==> src/rtl/ra_2r1w_32x32_bist_pkg.sv <==
// Shared constants, FSM encoding, read-tag type and the BIST data function
// for the 2R1W 32x32 array self-test.
package ra_2r1w_32x32_bist_pkg;

  localparam int unsigned DEPTH = 32;
  localparam int unsigned WIDTH = 32;
  localparam int unsigned AW    = 5;

  localparam logic [0:WIDTH-1] BG_DEFAULT = 32'hA5A5_5A5A;
  localparam logic [0:AW-1]    LAST_ADR   = AW'(DEPTH - 1);

  localparam logic [2:0] ST_IDLE  = 3'd0;
  localparam logic [2:0] ST_WRITE = 3'd1;
  localparam logic [2:0] ST_GAP   = 3'd2;
  localparam logic [2:0] ST_READ  = 3'd3;
  localparam logic [2:0] ST_DRAIN = 3'd4;
  localparam logic [2:0] ST_FIN   = 3'd5;

  // One issued read: port 0 address (port 1 is its complement) and pass tag.
  typedef struct packed {
    logic            vld;
    logic [0:AW-1]   adr;
    logic            pass;
  } rd_tag_t;

  function automatic logic [0:WIDTH-1] bist_data(input logic [0:WIDTH-1] bg,
                                                 input logic [0:AW-1]    adr,
                                                 input logic             pass);
    return (pass ? ~bg : bg) ^ {{(WIDTH - AW){1'b0}}, adr};
  endfunction

endpackage

==> src/rtl/ra_bist_cmp_pipe.sv <==
// Read-latency tracking pipe, dual-port comparators, saturating error counter
// and first-failure capture for the array BIST.
module ra_bist_cmp_pipe
  import ra_2r1w_32x32_bist_pkg::*;
#(
  parameter int unsigned      RD_LAT = 2,
  parameter logic [0:WIDTH-1] BG     = BG_DEFAULT
) (
  input  logic             clk,
  input  logic             reset,
  input  logic             clr_i,
  input  rd_tag_t          iss_i,
  input  logic [0:WIDTH-1] rd_dat_0_i,
  input  logic [0:WIDTH-1] rd_dat_1_i,
  output logic             fail_o,
  output logic [0:7]       err_cnt_o,
  output logic [0:AW-1]    fail_adr_o,
  output logic             fail_port_o
);

  rd_tag_t       pipe_q [RD_LAT];
  rd_tag_t       tail;
  logic          mis_0;
  logic          mis_1;
  logic [0:8]    err_sum;
  logic          fail_q;
  logic [0:7]    err_cnt_q;
  logic [0:AW-1] fail_adr_q;
  logic          fail_port_q;

  assign tail    = pipe_q[RD_LAT-1];
  assign mis_0   = tail.vld && (rd_dat_0_i != bist_data(BG, tail.adr, tail.pass));
  assign mis_1   = tail.vld && (rd_dat_1_i != bist_data(BG, ~tail.adr, tail.pass));
  assign err_sum = {1'b0, err_cnt_q} + {8'b0, mis_0} + {8'b0, mis_1};

  always_ff @(posedge clk) begin
    if (reset) begin
      // NOTE: every stage is reset, not just the data path; a stale valid left
      // over from an aborted test would otherwise raise a bogus miscompare.
      for (int i = 0; i < int'(RD_LAT); i++) pipe_q[i] <= '0;
      fail_q      <= 1'b0;
      err_cnt_q   <= '0;
      fail_adr_q  <= '0;
      fail_port_q <= 1'b0;
    end else begin
      pipe_q[0] <= iss_i;
      for (int i = 1; i < int'(RD_LAT); i++) pipe_q[i] <= pipe_q[i-1];
      if (clr_i) begin
        fail_q      <= 1'b0;
        err_cnt_q   <= '0;
        fail_adr_q  <= '0;
        fail_port_q <= 1'b0;
      end else begin
        err_cnt_q <= err_sum[0] ? 8'hFF : err_sum[1:8];
        // Port 0 wins a same-cycle tie for the first-failure record.
        if ((mis_0 || mis_1) && !fail_q) begin
          fail_adr_q  <= mis_0 ? tail.adr : ~tail.adr;
          fail_port_q <= !mis_0;
        end
        fail_q <= fail_q || mis_0 || mis_1;
      end
    end
  end

  assign fail_o      = fail_q;
  assign err_cnt_o   = err_cnt_q;
  assign fail_adr_o  = fail_adr_q;
  assign fail_port_o = fail_port_q;

endmodule

==> src/rtl/ra_2r1w_32x32_bist.sv <==
// Two-pass write/read-compare self-test initiator for a 2R1W 32x32 registered
// array; every array-facing and status output comes straight from a flop.
module ra_2r1w_32x32_bist
  import ra_2r1w_32x32_bist_pkg::*;
#(
  parameter int unsigned      RD_LAT = 2,
  parameter logic [0:WIDTH-1] BG     = BG_DEFAULT
) (
  input  logic             clk,
  input  logic             reset,
  input  logic             start,
  output logic             busy,
  output logic             done,
  output logic             fail,
  output logic [0:7]       err_cnt,
  output logic [0:4]       fail_adr,
  output logic             fail_port,
  output logic             rd_enb_0,
  output logic [0:4]       rd_adr_0,
  input  logic [0:31]      rd_dat_0,
  output logic             rd_enb_1,
  output logic [0:4]       rd_adr_1,
  input  logic [0:31]      rd_dat_1,
  output logic             wr_enb_0,
  output logic [0:4]       wr_adr_0,
  output logic [0:31]      wr_dat_0
);

  localparam logic [1:0] DRAIN_LAST = 2'(RD_LAT - 1);

  logic [2:0]       state_q, state_d;
  logic [0:AW-1]    adr_q, adr_d;
  logic             pass_q, pass_d;
  logic [1:0]       drain_q, drain_d;
  logic             busy_q, done_q;
  logic             rd_enb_q, wr_enb_q;
  logic [0:AW-1]    rd_adr_0_q, rd_adr_1_q, wr_adr_q;
  logic [0:WIDTH-1] wr_dat_q;
  logic             accept;
  rd_tag_t          iss;

  assign accept = start && (state_q == ST_IDLE || state_q == ST_FIN);

  always_comb begin
    // NOTE: each _d starts at its hold value so no branch leaves it
    // unassigned, which would otherwise infer a latch.
    state_d = state_q;
    adr_d   = adr_q;
    pass_d  = pass_q;
    drain_d = drain_q;
    case (state_q)
      ST_IDLE, ST_FIN: begin
        if (accept) begin
          state_d = ST_WRITE;
          adr_d   = '0;
          pass_d  = 1'b0;
        end else begin
          state_d = ST_IDLE;
        end
      end
      ST_WRITE: begin
        if (adr_q == LAST_ADR) begin
          state_d = ST_GAP;
          adr_d   = '0;
        end else begin
          adr_d = adr_q + AW'(1);
        end
      end
      ST_GAP: state_d = ST_READ;
      ST_READ: begin
        if (adr_q == LAST_ADR) begin
          state_d = ST_DRAIN;
          adr_d   = '0;
          drain_d = '0;
        end else begin
          adr_d = adr_q + AW'(1);
        end
      end
      ST_DRAIN: begin
        if (drain_q == DRAIN_LAST) begin
          drain_d = '0;
          if (!pass_q) begin
            state_d = ST_WRITE;
            pass_d  = 1'b1;
          end else begin
            state_d = ST_FIN;
          end
        end else begin
          drain_d = drain_q + 2'd1;
        end
      end
      default: state_d = ST_IDLE;
    endcase
  end

  // Outputs are registered from the next state so they line up with state_q.
  always_ff @(posedge clk) begin
    if (reset) begin
      state_q    <= ST_IDLE;
      adr_q      <= '0;
      pass_q     <= 1'b0;
      drain_q    <= '0;
      busy_q     <= 1'b0;
      done_q     <= 1'b0;
      rd_enb_q   <= 1'b0;
      rd_adr_0_q <= '0;
      rd_adr_1_q <= '0;
      wr_enb_q   <= 1'b0;
      wr_adr_q   <= '0;
      wr_dat_q   <= '0;
    end else begin
      state_q    <= state_d;
      adr_q      <= adr_d;
      pass_q     <= pass_d;
      drain_q    <= drain_d;
      busy_q     <= (state_d != ST_IDLE) && (state_d != ST_FIN);
      done_q     <= (state_d == ST_FIN) || (done_q && !accept);
      rd_enb_q   <= (state_d == ST_READ);
      rd_adr_0_q <= (state_d == ST_READ) ? adr_d : '0;
      rd_adr_1_q <= (state_d == ST_READ) ? ~adr_d : '0;
      wr_enb_q   <= (state_d == ST_WRITE);
      wr_adr_q   <= (state_d == ST_WRITE) ? adr_d : '0;
      wr_dat_q   <= (state_d == ST_WRITE) ? bist_data(BG, adr_d, pass_d) : '0;
    end
  end

  assign iss = '{vld: rd_enb_q, adr: rd_adr_0_q, pass: pass_q};

  ra_bist_cmp_pipe #(
    .RD_LAT (RD_LAT),
    .BG     (BG)
  ) u_cmp (
    .clk         (clk),
    .reset       (reset),
    .clr_i       (accept),
    .iss_i       (iss),
    .rd_dat_0_i  (rd_dat_0),
    .rd_dat_1_i  (rd_dat_1),
    .fail_o      (fail),
    .err_cnt_o   (err_cnt),
    .fail_adr_o  (fail_adr),
    .fail_port_o (fail_port)
  );

  assign busy     = busy_q;
  assign done     = done_q;
  assign rd_enb_0 = rd_enb_q;
  assign rd_adr_0 = rd_adr_0_q;
  assign rd_enb_1 = rd_enb_q;
  assign rd_adr_1 = rd_adr_1_q;
  assign wr_enb_0 = wr_enb_q;
  assign wr_adr_0 = wr_adr_q;
  assign wr_dat_0 = wr_dat_q;

endmodule
==> config.mk <==
export PLATFORM = sky130hd
export DESIGN_NAME = ra_2r1w_32x32_bist
export DESIGN_NICKNAME = d
export VERILOG_FILES = /design/src/rtl/ra_2r1w_32x32_bist_pkg.sv /design/src/rtl/ra_bist_cmp_pipe.sv /design/src/rtl/ra_2r1w_32x32_bist.sv
export SDC_FILE = /design/constraint.sdc
export NUM_CORES = 1
export LEC_CHECK = 0
export BUFFER_PORTS_ARGS = -buffer_cell sky130_fd_sc_hd__buf_2
export CAP_MARGIN = 5
export CORE_ASPECT_RATIO = 1.2
export CORE_MARGIN = 4
export CORE_UTILIZATION = 33
export DETAILED_ROUTE_END_ITERATION = 6
export GPL_ROUTABILITY_DRIVEN = 0
export PLACE_DENSITY = 0.65
export SYNTH_ARGS = -nofsm -noshare
export SYNTH_HDL_FRONTEND = slang
export SYNTH_SLANG_ARGS = --single-unit
export TNS_END_PERCENT = 10
==> constraint.sdc <==
create_clock -name clk -period 3 [get_ports clk]
set_clock_uncertainty 0.1 [all_clocks]
set_input_delay 0.3 -clock clk [delete_from_list [all_inputs] [get_ports clk]]
set_output_delay 0.3 -clock clk [all_outputs]
set_load 0.1 [all_outputs]
==> results of run 1 <==
==> final cells by class <==
cell class	count	area, um^2
multi-input combinational	243	1590
inverter	11	41.3
sequential	66	1320
fill	968	5450
timing repair buffer	141	726
clock buffer	11	243
clock inverter	5	38.8
tap	123	154
==> cells in the final DEF, fill, tap and decap left out, types with 5 or more instances in the layout <==
cell / count
sky130_fd_sc_hd__nor2_1: 42
sky130_fd_sc_hd__nand3_1: 9
sky130_fd_sc_hd__xnor2_1: 6
sky130_fd_sc_hd__o21ai_1: 10
sky130_fd_sc_hd__dfxtp_1: 66
sky130_fd_sc_hd__nand2b_1: 6
sky130_fd_sc_hd__o22ai_1: 6
sky130_fd_sc_hd__buf_2: 133
sky130_fd_sc_hd__a21oi_1: 18
sky130_fd_sc_hd__nand4b_1: 9
sky130_fd_sc_hd__and2_1: 5
sky130_fd_sc_hd__nor4bb_1: 11
sky130_fd_sc_hd__xor2_1: 10
sky130_fd_sc_hd__clkbuf_16: 9
sky130_fd_sc_hd__nor2b_1: 22
sky130_fd_sc_hd__inv_1: 9
sky130_fd_sc_hd__buf_4: 8
sky130_fd_sc_hd__nand2_1: 17
==> through the flow <==
| step | instances | util [%] | setup slack [ns] |
|---|---|---|---|
| floorplan | 360 | - | 0.163 |
| global placement | 584 | 40.0 | 0.173 |
| global route | 600 | 43.1 | 0.0103 |
| detailed placement | 584 | 40.0 | 0.0849 |
| CTS | 600 | 43.0 | 0.0498 |
| finish | 600 | 43.1 | 0.164 |
==> power breakdown <==
group,switching [uW],internal [uW],leakage [uW],total (uW)
sequential,7.48,887,0.000534,895
clock,378,584,0.000124,962
combinational,216,73.5,0.00121,289
total,602,1540,0.00187,2150
==> critical path, cell delays in order, from the launching register on <==
cell and delay, ns:
sky130_fd_sc_hd__dfxtp_1 0.35, sky130_fd_sc_hd__buf_4 0.17, sky130_fd_sc_hd__nor4bb_1 0.29, sky130_fd_sc_hd__nand2_1 0.11, sky130_fd_sc_hd__a221oi_2 0.30, sky130_fd_sc_hd__and4_1 0.26, sky130_fd_sc_hd__nand2b_1 0.14, sky130_fd_sc_hd__inv_1 0.06
sky130_fd_sc_hd__fa_1 0.41, sky130_fd_sc_hd__buf_4 0.16, sky130_fd_sc_hd__nand4_1 0.12, sky130_fd_sc_hd__nor3_1 0.06, sky130_fd_sc_hd__a211oi_1 0.22
==> cell usage after synthesis (all sizes together), types with 2 or more instances <==
master,instances,share of area (%)
nor4b,4,1.1
o31ai,2,0.46
nand2b,6,1.2
nand2,17,2.0
o21bai,4,0.93
and3,3,0.58
clkbuf,8,1.5
or2b,2,0.50
mux2i,2,0.62
a21oi,20,3.3
nand4b,9,2.4
o21a,2,0.46
xnor2,6,1.6
nand3,9,1.4
nor4bb,11,3.4
a31oi,3,0.58
a211o,2,0.58
o22ai,7,1.5
and3b,3,0.85
a221oi,2,0.73
nor3b,4,0.93
a22oi,2,0.46
nor2b,22,4.2
ha,3,1.2
buf,32,7.6
a21o,2,0.50
nor2,42,4.9
and2,6,1.2
dfxtp,66,41
xor2,10,2.7
o21ai,12,1.9
and4b,2,0.62
inv,11,1.3
and4,2,0.54
or3,2,0.39
nand4,3,0.58
nor3,3,0.46
a222oi,2,0.62
==> final timing paths <==
path / startpoint / endpoint / slack [ns] / depth (start not counted)
setup / recovery: u_cmp.pipe_q[0][7] / u_cmp.err_cnt_o[0] / 0.16 / 12
hold / removal: reset / adr_q[1] / 0.32 / 2
setup reg to reg: u_cmp.pipe_q[0][7] / u_cmp.err_cnt_o[0] / 0.16 / 12
hold reg to reg: u_cmp.pipe_q[0][5] / u_cmp.pipe_q[0][12] / 0.33 / 1
==> sequential cells by signal, indices dropped and copies added, names as in the netlist, 2 cells and up <==
name / flops
wr_dat_0: 7
u_cmp.err_cnt_o: 8
u_cmp.pipe_q: 14
rd_adr_0: 5
u_cmp.fail_adr_o: 5
rd_adr_1: 5
wr_adr_0: 5
state_q: 3
adr_q: 5
drain_q: 2
==> per-layer routing <==
layer  part of all wire, %  wire [um]  GRT usage [%]
met5                     0          0              0
met4                   1.8        144           6.28
met3                   9.9        808           5.44
met2                    45       3690           24.3
met1                    43       3560           16.5
==> kinds of logic (layout without fill, tap and decap cells) <==
kind of cell             Yosys count  after routing  synth area share, %
flip-flops                        66             66                 40.7
adder cells (fa/ha/maj)            4              4                 1.77
AO/OA/AOI/OAI                     67             67                 14.0
XOR/XNOR                          16             16                 4.32
buffers and inverters             51            168                 10.4
multiplexers                       2              2                0.617
AND/OR/NAND/NOR                  154            154                 28.2
==> qor.tcl, run 1 <==
set qor(run_status) {completed}
set qor(ys_ff_latch) 66
set qor(syn-mean-instance-area_um2) 9.01
set qor(vias_per_cell) 4.86
set qor(share_of_the_yosys_chip_area_belonging_to_registers_pct) 40.7
set qor(die_h_um) 117
set qor(initialDrtViolationCount) 76
set qor(synth_area_mm2) 0.00324
set qor(port_buffers) 133
set qor(post_synth_inst_count) 360
set qor(startpoint_kind_of_the_worst_setup_timing_path) {register}
set qor(drt_pass1_iterations) 4
set qor(timing.final.setup_violations) 0
set qor(clkSlewWorstSetupHoldPaths_ns) 0.06
set qor(dp_hpwl_um) 6320
set qor(boundaryPins) 134
set qor(synth_edf_count) 0
set qor(endpoint_kind) {register}
set qor(clock_tree.htree_level_count) 3
set qor(max-slew-margin-rel_pct) 63.2
set qor(chipWidth_um) 98.5
set qor(syn_to_layout_area_delta_pct) 27.0
set qor(synth_cell_types) 63
set qor(timing.final.hold_violations) 0
set qor(antenna_violations_before_repair) 0
set qor(post-cts-setup-buffers) 0
set qor(holdCritPathClass) {in2reg}
set qor(synth_warnings) 0
set qor(via_count_of_the_first_global_routing_pass) 2959
set qor(design_area_mm2) 0.00412
set qor(fin_total_pwr_uw) 2150
set qor(std_cell_rows) 39
set qor(final_layout_size_suffix_gt1_share_pct) 35.4
set qor(initial_utilization_pct) 33.9
set qor(p_per_area_mw_per_mm2) 521
set qor(num-nets-final) 543
set qor(async_reset_ff_share_pct) 0
set qor(num_antenna_cells) 0
set qor(clock_tree.root_cell) {sky130_fd_sc_hd__clkbuf_16}
set qor(detail-route-antenna-nets) 0
set qor(global_route.overflow_total) 0
set qor(worst-setup-path-type) {reg2reg}
set qor(post_cts_hold_buffer_count) 0
set qor(totalWireLength_um) 8200
set qor(worst_slew_pin_slew_ns) 0.550
set qor(worst_ir_drop_vdd_v) 0.000398
set qor(period_needed_ns) 2.84
set qor(place_area_mm2) 0.00383
set qor(cp_data_arrival_time_ns) 2.97
set qor(path_max_fanout) 6
set qor(synth_top_flop_cell) {sky130_fd_sc_hd__dfxtp_1}
set qor(drc) 0
set qor(tritoncts_clock_tree) {done}
set qor(cts-root-to-sink-buffers) 2
set qor(clock_latency_ns) 0.33
set qor(cts_resized) 0
set qor(critical_path_required_ns) 3.13
set qor(maximum_number_of_pins_on_one_net_before_global_route_repair) 29
set qor(avgRoutedWirePerCell_um) 13.7
set qor(core_area_mm2) 0.00956
set qor(hold_ws_ns) 0.320
set qor(wire_length_of_the_first_global_routing_pass_um) 13500
set qor(grt_setup_unrepaired) {no}
set qor(clock_sink_count) 66
set qor(maximum_clock_frequency_ghz) 0.353
set qor(die-area_mm2) 0.0115
set qor(cts_buffers) 9
set qor(syn-num-nets) 431
set qor(post-route-period-util_pct) 94.5
set qor(detailroute.via_count) 2917
set qor(timing_max_transition_violations_final) 0
set qor(groute.usage.overall_pct) 14.4
set qor(setup_total_negative_slack_ns) 0
set qor(p_leak_uw) 0.00187
set qor(timing.max_cap.violations) 0
(Power assumes the default switching activity.)
==> run 2, diff against run 1 <==
- ABC_AREA: default -> 1
- PLACE_DENSITY: 0.65 -> 0.64
- RECOVER_POWER: default -> 100
==> run 2 against run 1 <==
Highest routed layer unchanged; largest power group unchanged; count of clock-buffer cells in the layout fell by 1; final cell count up 27%; first-iteration DRC count up 38%; die area up 5.4%; critical endpoint is now u_cmp.err_cnt_o[7]; utilization down 1.0 points; sequential power about the same; non-clock buffer count decreased by 1; worst hold slack worse by 0.019 ns; synthesized cell count rose by 43%; register-to-register slack better by 0.10 ns.
==> qor.tcl, run 2 <==
set qor(syn_to_layout_area_delta_pct) 23.8
set qor(totalWireLength_um) 8330
set qor(design_area_mm2) 0.00425
set qor(worst_ir_drop_vdd_v) 0.000488
set qor(clock_latency_ns) 0.33
set qor(syn-num-nets) 585
set qor(wire_length_of_the_first_global_routing_pass_um) 13500
set qor(num-nets-final) 704
set qor(detailroute.via_count) 3429
set qor(timing.final.setup_violations) 0
set qor(share_of_the_yosys_chip_area_belonging_to_registers_pct) 38.5
set qor(synth_cell_types) 36
set qor(die-area_mm2) 0.0121
set qor(synth_top_flop_cell) {sky130_fd_sc_hd__dfxtp_1}
set qor(worst_slew_pin_slew_ns) 1.21
set qor(tritoncts_clock_tree) {done}
set qor(cp_cell_sequence) {buf_12, inv_8, nand2_1, nand3b_1, nand2_1, nor2_1, nand2_1, nor2_2, nand2_2, nand2_4, inv_1, fa_2, ha_1, inv_1, nor3_2, nand3_1, nor2_1, nand2_2, buf_4, a21oi_1}
set qor(synth_edf_count) 0
set qor(post_synth_inst_count) 514
set qor(crit_path_start) {u_cmp.pipe_q[0][7]}
set qor(worst_setup_path_endpoint) {u_cmp.err_cnt_o[7]}
set qor(groute.usage.overall_pct) 13.6
set qor(synth_area_mm2) 0.00343
set qor(detail-route-antenna-nets) 0
set qor(startpoint_kind_of_the_worst_setup_timing_path) {register}
set qor(post-route-period-util_pct) 91.1
set qor(via_count_of_the_first_global_routing_pass) 3199
set qor(timing.final.hold_violations) 0
set qor(timing_max_transition_violations_final) 0
set qor(post_cts_hold_buffer_count) 0
set qor(r2r_start) {u_cmp.pipe_q[0][7]}
set qor(max-slew-margin-rel_pct) 20.0
set qor(final_util_pct) 42.0
set qor(cp_num_buf_inv) 5
set qor(syn-mean-instance-area_um2) 6.68
set qor(cts_buffers) 9
set qor(critical_path_required_ns) 3.11
set qor(grt_setup_unrepaired) {no}
set qor(clock_tree.htree_level_count) 3
set qor(place_area_mm2) 0.00404
set qor(die_h_um) 120
set qor(boundaryPins) 134
set qor(yosys-top-cells-count) {sky130_fd_sc_hd__nand2_1, sky130_fd_sc_hd__nor2_1, sky130_fd_sc_hd__inv_1, sky130_fd_sc_hd__dfxtp_1, sky130_fd_sc_hd__nand3_1}
set qor(synth_warnings) 0
set qor(drc) 0
set qor(crit_slowest_cell) {sky130_fd_sc_hd__fa_2}
set qor(drt_pass1_iterations) 4
set qor(yosysMostFrequentCell) {sky130_fd_sc_hd__nand2_1}
set qor(maximum_number_of_pins_on_one_net_before_global_route_repair) 28
set qor(dp_hpwl_um) 6620
set qor(vias_per_cell) 4.49
set qor(core_area_mm2) 0.0101
set qor(clock_sink_count) 66
set qor(std_cell_rows) 40
set qor(p_leak_uw) 0.00199
set qor(layout_commonest_cell) {sky130_fd_sc_hd__nand2_1}
set qor(global_route.overflow_total) 0
set qor(initialDrtViolationCount) 105
set qor(fin_total_pwr_uw) 2180
set qor(cts-root-to-sink-buffers) 2
set qor(holdCritPathClass) {reg2reg}
set qor(commonest_cells_after_routing_fill_and_taps_aside) {sky130_fd_sc_hd__nand2_1, sky130_fd_sc_hd__nor2_1, sky130_fd_sc_hd__inv_1}
set qor(synthDominantAreaCellType) {sky130_fd_sc_hd__dfxtp_1}
set qor(r2r_slack_ns) 0.27
set qor(setup_total_negative_slack_ns) 0
set qor(worst_r2r_path_depth) 20
set qor(worst-setup-path-type) {reg2reg}
set qor(p_per_area_mw_per_mm2) 513
set qor(async_reset_ff_share_pct) 0
set qor(initial_utilization_pct) 34.0
set qor(num_antenna_cells) 0
set qor(clkSlewWorstSetupHoldPaths_ns) 0.06
set qor(clock_tree.root_cell) {sky130_fd_sc_hd__clkbuf_16}
set qor(terminus_of_the_critical_flop_to_flop_path) {u_cmp.err_cnt_o[7]}
set qor(critical_path.max_stage_delay_ns) 0.35
set qor(synth_area_leaders) {sky130_fd_sc_hd__dfxtp_1, sky130_fd_sc_hd__nand2_1, sky130_fd_sc_hd__nor2_1, sky130_fd_sc_hd__inv_1, sky130_fd_sc_hd__buf_4}
set qor(ys_ff_latch) 66
set qor(netlist.area_leader.share_pct) 38.5
set qor(path_common_cell) {sky130_fd_sc_hd__nand2_1}
set qor(run_status) {completed}
set qor(crit_cells) 20
set qor(largest_register_ffs) 14
set qor(maximum_clock_frequency_ghz) 0.366
set qor(chipWidth_um) 101
set qor(endpoint_kind) {register}
set qor(final_layout_size_suffix_gt1_share_pct) 17.9
set qor(period_needed_ns) 2.73
set qor(cp_top_family) {simple AND/OR/NAND/NOR gates}
set qor(avgRoutedWirePerCell_um) 10.9
set qor(port_buffers) 133
set qor(path_max_fanout) 18
set qor(timing.max_cap.violations) 0
set qor(post-place-cells) 742
set qor(top_register) {u_cmp.pipe_q}
set qor(antenna_violations_before_repair) 0
set qor(final_cell_count_no_fill) 764
set qor(cp_data_arrival_time_ns) 2.84
[run 2: layout make-up]
type / instances / area (um^2)
Sequential cell: 66 / 1320
Clock buffer: 10 / 229
Timing Repair Buffer: 140 / 646
Inverter: 88 / 339
Multi-Input combinational cell: 328 / 1510
Fill cell: 1106 / 5860
Tap cell: 126 / 158
Clock inverter: 6 / 43.8
[run 2: cells by family (layout without fill, tap and decap cells)]
kind of cell	Yosys count	count (layout)	share of synthesized area (%)
and+or+nand+nor	280	280	35.6
adders and majority gates	4	4	1.68
AOI/OAI and AO/OA	41	41	6.67
buffers and inverters	120	244	16.8
DFF	66	66	38.5
xor gates and xnor gates	3	3	0.765
[run 2: report_power, final]
group          internal [uW]  switching (uW)  total [uW]
combinational           71.2             271         342
clock                    559             379         938
sequential               890            8.32         898
total                   1520             659        2180
[run 2: worst min-delay path by stage]
stage | startpoint | depth (start not counted) | endpoint | slack (ns)
after global routing | u_cmp.pipe_q[0][4] | 2 | u_cmp.pipe_q[0][11] | 0.33
after floorplan | u_cmp.pipe_q[0][3] | 2 | u_cmp.pipe_q[0][10] | 0.29
after global placement | u_cmp.pipe_q[0][6] | 2 | u_cmp.pipe_q[0][13] | 0.29
after detailed placement | u_cmp.pipe_q[0][6] | 2 | u_cmp.pipe_q[0][13] | 0.30
after CTS | u_cmp.pipe_q[0][2] | 2 | u_cmp.pipe_q[0][9] | 0.31
final | u_cmp.pipe_q[0][4] | 2 | u_cmp.pipe_q[0][11] | 0.30
[run 2: per-stage QoR]
stage | hold slack (ns) | setup slack, ns
4_1_cts | 0.305 | 0.0361
2_1_floorplan | 0.288 | 0.367
5_1_grt | 0.326 | 0.00893
6_report | 0.301 | 0.266
3_5_place_dp | 0.295 | 0.0473
3_3_place_gp | 0.293 | 0.170
[run 2: metal layers]
metal / global-route usage [%] / vias to the layer above / routed length, um
met4: 4.57 / 0 / 182
li1: - / 1794 / -
met3: 5.00 / 13 / 829
met5: 0 / - / 0
met1: 15.3 / 1487 / 3380
met2: 23.2 / 135 / 3940
[run 2: what timing repair did]
action / CTS / global route
hold endpoints to repair: 0 / 0
setup buffers: 0 / 6
setup endpoints to repair: 0 / 7
resized for setup: 0 / 5
[run 2: worst register-to-register path, delay by kind of cell (launching register included)]
kind            cells  cell delay (ns)
buf+inv             5             0.55
flops               1             0.32
fa+ha+maj           2             0.55
compound gates      1             0.05
simple gates       12             1.05
